**config.mk**
```make
export PLATFORM = sky130hd
export DESIGN_NAME = parser_feed_scheduler
export DESIGN_NICKNAME = d
export VERILOG_FILES = /design/src/rtl/parser_sched_pkg.sv /design/src/rtl/rr_arbiter.sv /design/src/rtl/parser_feed_scheduler.sv
export SDC_FILE = /design/constraint.sdc
export NUM_CORES = 1
export LEC_CHECK = 0
export ABC_AREA = 1
export CAP_MARGIN = 40
export CORE_UTILIZATION = 37
export DETAILED_ROUTE_END_ITERATION = 16
export GPL_TIMING_DRIVEN = 0
export HOLD_SLACK_MARGIN = 0.15
export PLACE_DENSITY = 0.84
export SYNTH_ARGS = -nofsm -noshare
export SYNTH_HDL_FRONTEND = slang
export SYNTH_SLANG_ARGS = --single-unit
```
**constraint.sdc**
```tcl
create_clock -name CLK -period 1.7 [get_ports CLK]
set_input_delay 0.34 -clock CLK [delete_from_list [all_inputs] [get_ports CLK]]
set_output_delay 0.34 -clock CLK [all_outputs]
set_load 0.1 [all_outputs]
```
**src/rtl/parser_sched_pkg.sv**
```systemverilog
// Shared types for the parser feed scheduler: FSM state encoding, parser bus width,
// and a width helper for the grant index and counters.
// Contents: sched_state_e, PARSER_WORD_W, idx_w().
package parser_sched_pkg;

  typedef enum logic [1:0] {
    IDLE  = 2'd0,
    XFER  = 2'd1,
    DRAIN = 2'd2,
    GAP   = 2'd3
  } sched_state_e;

  localparam int PARSER_WORD_W = 32;

  // Bits needed to hold an index into n values, never less than 1 so that
  // degenerate parameter choices still produce a legal vector.
  function automatic int idx_w(input int n);
    return (n > 1) ? $clog2(n) : 1;
  endfunction

endpackage

```
**src/rtl/rr_arbiter.sv**
```systemverilog
// Purpose: combinational round-robin picker; first set request after ptr, with wrap.
// Latency: 0 cycles (pure combinational).
// Backpressure: none; the caller decides when the pick is used.
// Ports: req (request vector), ptr (last winner), any (some request set), idx (winner index).
module rr_arbiter #(
  parameter int N     = 4,
  parameter int IDX_W = 2
) (
  input  logic [N-1:0]     req,
  input  logic [IDX_W-1:0] ptr,
  output logic             any,
  output logic [IDX_W-1:0] idx
);

  int               j;
  logic [IDX_W-1:0] jj;

  // Offsets 1..N from ptr; offset N is ptr itself, so the last winner has the
  // lowest priority but still wins when it is the only requester.
  always_comb begin
    any = 1'b0;
    idx = '0;
    j   = 0;
    jj  = '0;
    for (int i = 1; i <= N; i++) begin
      j = int'(ptr) + i;
      if (j >= N) j = j - N;
      jj = IDX_W'(j);
      if (!any && req[jj]) begin
        any = 1'b1;
        idx = jj;
      end
    end
  end

endmodule

```
**src/rtl/parser_feed_scheduler.sv**
```systemverilog
// Purpose: packet-granular round-robin feed of N_PORTS word streams onto one parser bus.
// Latency: accepted source word appears on bus_o exactly 1 cycle later.
// Backpressure: ready only to the granted port in XFER/DRAIN; non-sop heads discarded in IDLE; none in GAP.
// Ports: CLK/reset (sync, active-high); req_valid_i/req_data_i/req_sop_i/req_eop_i/req_ready_o per-port
//   word handshake; bus_o/start_of_packet_o registered parser feed; grant_o last granted port;
//   busy_o FSM not idle; underrun_o/oversize_o/framing_err_o one-cycle registered event pulses.
module parser_feed_scheduler
  import parser_sched_pkg::*;
#(
  parameter int N_PORTS    = 4,
  parameter int WORD_W     = PARSER_WORD_W,
  parameter int GAP_CYCLES = 2,
  parameter int MAX_WORDS  = 160
) (
  input  logic                         CLK,
  input  logic                         reset,
  input  logic [N_PORTS-1:0]           req_valid_i,
  input  logic [N_PORTS*WORD_W-1:0]    req_data_i,
  input  logic [N_PORTS-1:0]           req_sop_i,
  input  logic [N_PORTS-1:0]           req_eop_i,
  output logic [N_PORTS-1:0]           req_ready_o,
  output logic [WORD_W-1:0]            bus_o,
  output logic                         start_of_packet_o,
  output logic [$clog2(N_PORTS)-1:0]   grant_o,
  output logic                         busy_o,
  output logic                         underrun_o,
  output logic                         oversize_o,
  output logic                         framing_err_o
);

  localparam int IDX_W = $clog2(N_PORTS);
  localparam int WC_W  = idx_w(MAX_WORDS + 1);
  localparam int GC_W  = idx_w(GAP_CYCLES + 1);

  localparam logic [WC_W-1:0] WC_LAST = WC_W'(MAX_WORDS - 1);
  localparam logic [WC_W-1:0] WC_MAX  = WC_W'(MAX_WORDS);
  localparam logic [GC_W-1:0] GC_LAST = GC_W'((GAP_CYCLES > 0) ? GAP_CYCLES - 1 : 0);

  sched_state_e       state_q, state_d;
  logic [IDX_W-1:0]   rr_ptr_q, rr_ptr_d;
  logic [IDX_W-1:0]   grant_d;
  logic [WC_W-1:0]    word_cnt_q, word_cnt_d;
  logic [GC_W-1:0]    gap_cnt_q, gap_cnt_d;
  logic [WORD_W-1:0]  bus_d;
  logic               sop_d, underrun_d, oversize_d, framing_d;

  logic [N_PORTS-1:0] cand;
  logic               win_any;
  logic [IDX_W-1:0]   win_idx;
  logic               g_valid, g_eop;
  logic [WORD_W-1:0]  g_data;

  assign cand    = req_valid_i & req_sop_i;
  assign g_valid = req_valid_i[grant_o];
  assign g_eop   = req_eop_i[grant_o];
  assign g_data  = req_data_i[int'(grant_o) * WORD_W +: WORD_W];
  assign busy_o  = (state_q != IDLE);

  rr_arbiter #(.N(N_PORTS), .IDX_W(IDX_W)) u_arb (
    .req (cand),
    .ptr (rr_ptr_q),
    .any (win_any),
    .idx (win_idx)
  );

  always_comb begin
    state_d     = state_q;
    rr_ptr_d    = rr_ptr_q;
    grant_d     = grant_o;
    word_cnt_d  = word_cnt_q;
    gap_cnt_d   = gap_cnt_q;
    bus_d       = '0;
    sop_d       = 1'b0;
    underrun_d  = 1'b0;
    oversize_d  = 1'b0;
    framing_d   = 1'b0;
    req_ready_o = '0;

    case (state_q)
      IDLE: begin
        // Stray mid-packet words are drained here; sop words wait for a grant.
        req_ready_o = req_valid_i & ~req_sop_i;
        framing_d   = |(req_valid_i & ~req_sop_i);
        word_cnt_d  = '0;
        if (win_any) begin
          grant_d  = win_idx;
          rr_ptr_d = win_idx;
          state_d  = XFER;
        end
      end
      XFER: begin
        req_ready_o[grant_o] = 1'b1;
        if (g_valid) begin
          bus_d = g_data;
          sop_d = (word_cnt_q == '0);
          if (word_cnt_q != WC_MAX) word_cnt_d = word_cnt_q + WC_W'(1);
          if (g_eop) begin
            gap_cnt_d = '0;
            state_d   = (GAP_CYCLES == 0) ? IDLE : GAP;
          end else if (word_cnt_q == WC_LAST) begin
            oversize_d = 1'b1;
            state_d    = DRAIN;
          end
        end else begin
          underrun_d = 1'b1;
        end
      end
      DRAIN: begin
        req_ready_o[grant_o] = 1'b1;
        if (g_valid && g_eop) begin
          gap_cnt_d = '0;
          state_d   = (GAP_CYCLES == 0) ? IDLE : GAP;
        end
      end
      GAP: begin
        if (gap_cnt_q == GC_LAST) state_d = IDLE;
        else                      gap_cnt_d = gap_cnt_q + GC_W'(1);
      end
      default: state_d = IDLE;
    endcase
  end

  always_ff @(posedge CLK) begin
    if (reset) begin
      state_q           <= IDLE;
      rr_ptr_q          <= IDX_W'(N_PORTS - 1);
      grant_o           <= '0;
      word_cnt_q        <= '0;
      gap_cnt_q         <= '0;
      bus_o             <= '0;
      start_of_packet_o <= 1'b0;
      underrun_o        <= 1'b0;
      oversize_o        <= 1'b0;
      framing_err_o     <= 1'b0;
    end else begin
      state_q           <= state_d;
      rr_ptr_q          <= rr_ptr_d;
      grant_o           <= grant_d;
      word_cnt_q        <= word_cnt_d;
      gap_cnt_q         <= gap_cnt_d;
      bus_o             <= bus_d;
      start_of_packet_o <= sop_d;
      underrun_o        <= underrun_d;
      oversize_o        <= oversize_d;
      framing_err_o     <= framing_d;
    end
  end

endmodule

```
==> reports/metrics.yaml <==
cts_tree: "built"
nNetsFinal: 787
fin_worst_skew_ns: 0.00704
finalCritPeriodShare_pct: 108
hpwl_mm: 10.8
ys_seq_area_share_pct: 35.1
peakVddDrop_uv: 1120
relSlewSlack_pct: 61.3
gp_congestion: 0.946
die_area_mm2: 0.00837
critical_path.max_stage_delay_ns: 0.38
cap_violations: 0
min_path_type: "input port to flop"
arrival_ns: 1.50
synthToLayoutAreaGrowth_pct: 104
clk_latency_ns: 0.31
cts_sinks: 52
start_util_pct: 38.3
grt_pass1_wl_mm: 21.3
htreeDepth: 2
wl_per_cell_um: 19.8
io_buffers: 183
leakage_nw: 2.41
synthCells: 421
cp_cell_sequence: "inv_4 -> ha_4 -> nand2_4 -> a21oi_4 -> buf_12"
num_rows: 32
critPathCaptureType: "output port"
synth_fp_nets: 570
dr.pass1.iters: 5
worstSetupPathType: "flop to output port"
powerDensity_mw_per_mm2: 1400
ant_nets: 0
clock.fmax_ghz: 0.543
synth_cell_types: 32
ys.flop_type: "dfxtp_1"
die_w_um: 91.5
initialDrtViolationCount: 285
holdBufCountCts: 0
num_vias: 4107
layout_setup_ws_ns: -0.143
netlist_area_mm2: 0.00296
ios: 185
drive_above_1_share_pct: 27.7
outcome: "finished with violations"
fp.dieH_um: 91.5
via_per_inst: 5.54
antenna_found_initial: 0
synth_edf_count: 0
yosys_warnings: 0
required_ns: 1.36
grt_pass1_vias: 3987
grt.overflow.total: 0
path_max_fanout: 5
wl_met1_mm: 5.36
cts_root_buf: "clkbuf_8"
tightest_slew_ns: 0.581
ys_seq_elements: 52
clockBufferDepth: 2
timing.hold.ws_ns: 0.281
grt_max_degree: 16
finalSetupTns_ns: -0.581
slew_violations: 0
grt_usage_pct: 33.0
synthArstFlopShare_pct: 0
top_layer: "met4"
wl_met2_mm: 7.44
n_fill_cell: 431
synth_area_per_cell_um2: 7.04
wl_mm: 14.7
dr_wl_met3_mm: 1.05
cts-buffers-inserted: 5
hold_viol: 0
core_mm2: 0.00773
violations: "negative setup slack"
fin_util_pct: 78.1
clk_pin_slew_ns: 0.10
period_needed_ns: 1.84
slowest_stage: "dfxtp_4"
antenna_cells: 0
rsz0062_at_grt: "true"
drc: 0
setup_viol: 6
critPathLaunchType: "flop"
## placed cells by master (no fill, tap or decap), types with 5 or more instances in the layout
master	count
clkbuf_8	7
buf_12	35
clkdlybuf4s50_1	134
inv_4	6
a31oi_1	33
nand2_4	9
nand2_2	23
a22oi_1	32
nand2_1	124
nand4_1	7
nand3_1	12
inv_1	19
buf_16	8
nor2_1	14
nor2_4	9
nor2_2	5
a21oi_1	10
buf_4	31
dfxtp_1	46
## per-layer routing
metal	up-vias	GRT usage, %
met5	-	0
met4	0	16.5
met3	65	5.70
met2	255	58.9
met1	1916	37.6
li1	1871	-
## cells in the mapped netlist (all sizes together), types with 4 or more instances
cell	count	area (um2)
buf	13	77.6
a22oi	32	240
o21ai	10	53.8
nand4	7	43.8
clkbuf	7	26.3
nor2	28	143
inv	31	124
dfxtp	52	1040
ha	7	87.6
nand2	156	636
nand3	18	130
a21oi	16	87.6
a31oi	33	206
nor3	4	20.0
## final timing paths
kind	start	to	slack (ns)	cells after the start
setup / recovery	state_q[0]	req_ready_o[0]	-0.14	5
hold / removal	reset	grant_o[1]	0.28	2
setup reg to reg	state_q[0]	state_q[1]	-0.03	10
hold reg to reg	word_cnt_q[7]	word_cnt_q[7]	0.49	2
## critical path, delay by kind of cell (launching register included)
| kind | cells | cell delay [ns] |
|---|---|---|
| buf+inv | 2 | 0.23 |
| flops | 1 | 0.38 |
| fa+ha+maj | 1 | 0.34 |
| compound gates | 1 | 0.17 |
| simple gates | 1 | 0.07 |
## cell families (layout without fill, tap and decap cells)
family | count (synthesis) | after routing | synth area share, %
AO/OA/AOI/OAI | 93 | 93 | 20.4
adder cells (fa/ha/maj) | 7 | 7 | 2.96
AND/OR/NAND/NOR | 216 | 216 | 33.4
buffers and inverters | 52 | 270 | 7.81
flip-flops | 52 | 52 | 35.1
XOR/XNOR | 1 | 1 | 0.296
## registers in the layout, summed over array words and instances, names as in the netlist
register	cells
start_of_packet_o	1
grant_o	2
framing_err_o	1
gap_cnt_q	2
state_q	2
oversize_o	1
word_cnt_q	8
rr_ptr_q	2
bus_o	32
underrun_o	1
## cell type report
type	instances	area, um2	share of cell area (%)
inverter	32	149	2.47
timing repair buffer	215	2570	42.7
multi-input combinational	317	1910	31.6
tap	102	128	2.12
clock buffer	7	86.3	1.43
buffer	15	124	2.05
sequential	52	1060	17.5
clock inverter	1	6.26	0.104
## stage by stage
| step | setup WS [ns] | power [mW] | instance area (um2) | cells |
|---|---|---|---|---|
| after global routing | -0.171 | 8.77 | 6030 | 741 |
| after global placement | -1.10 | 6.08 | 5020 | 706 |
| final | -0.143 | 8.43 | 6030 | 741 |
| after floorplan | -0.257 | 4.98 | 3060 | 421 |
| after CTS | -0.101 | 8.00 | 6030 | 760 |
| after detailed placement | -0.706 | 6.86 | 5770 | 749 |
## timing repair
action / 4_1_cts / 5_1_grt
pin swaps: 11 / 13
setup buffers: 21 / 8
setup endpoints to repair: 27 / 62
resized for setup: 59 / 56
## power breakdown
group	internal [mW]	switching (mW)	leakage, nW	total [mW]
Sequential	1.43	0.227	0.426	1.65
Clock	0.334	0.445	0.0488	0.779
Combinational	2.39	3.61	1.93	5.99
Note: power is estimated with default switching activity, not from simulation.
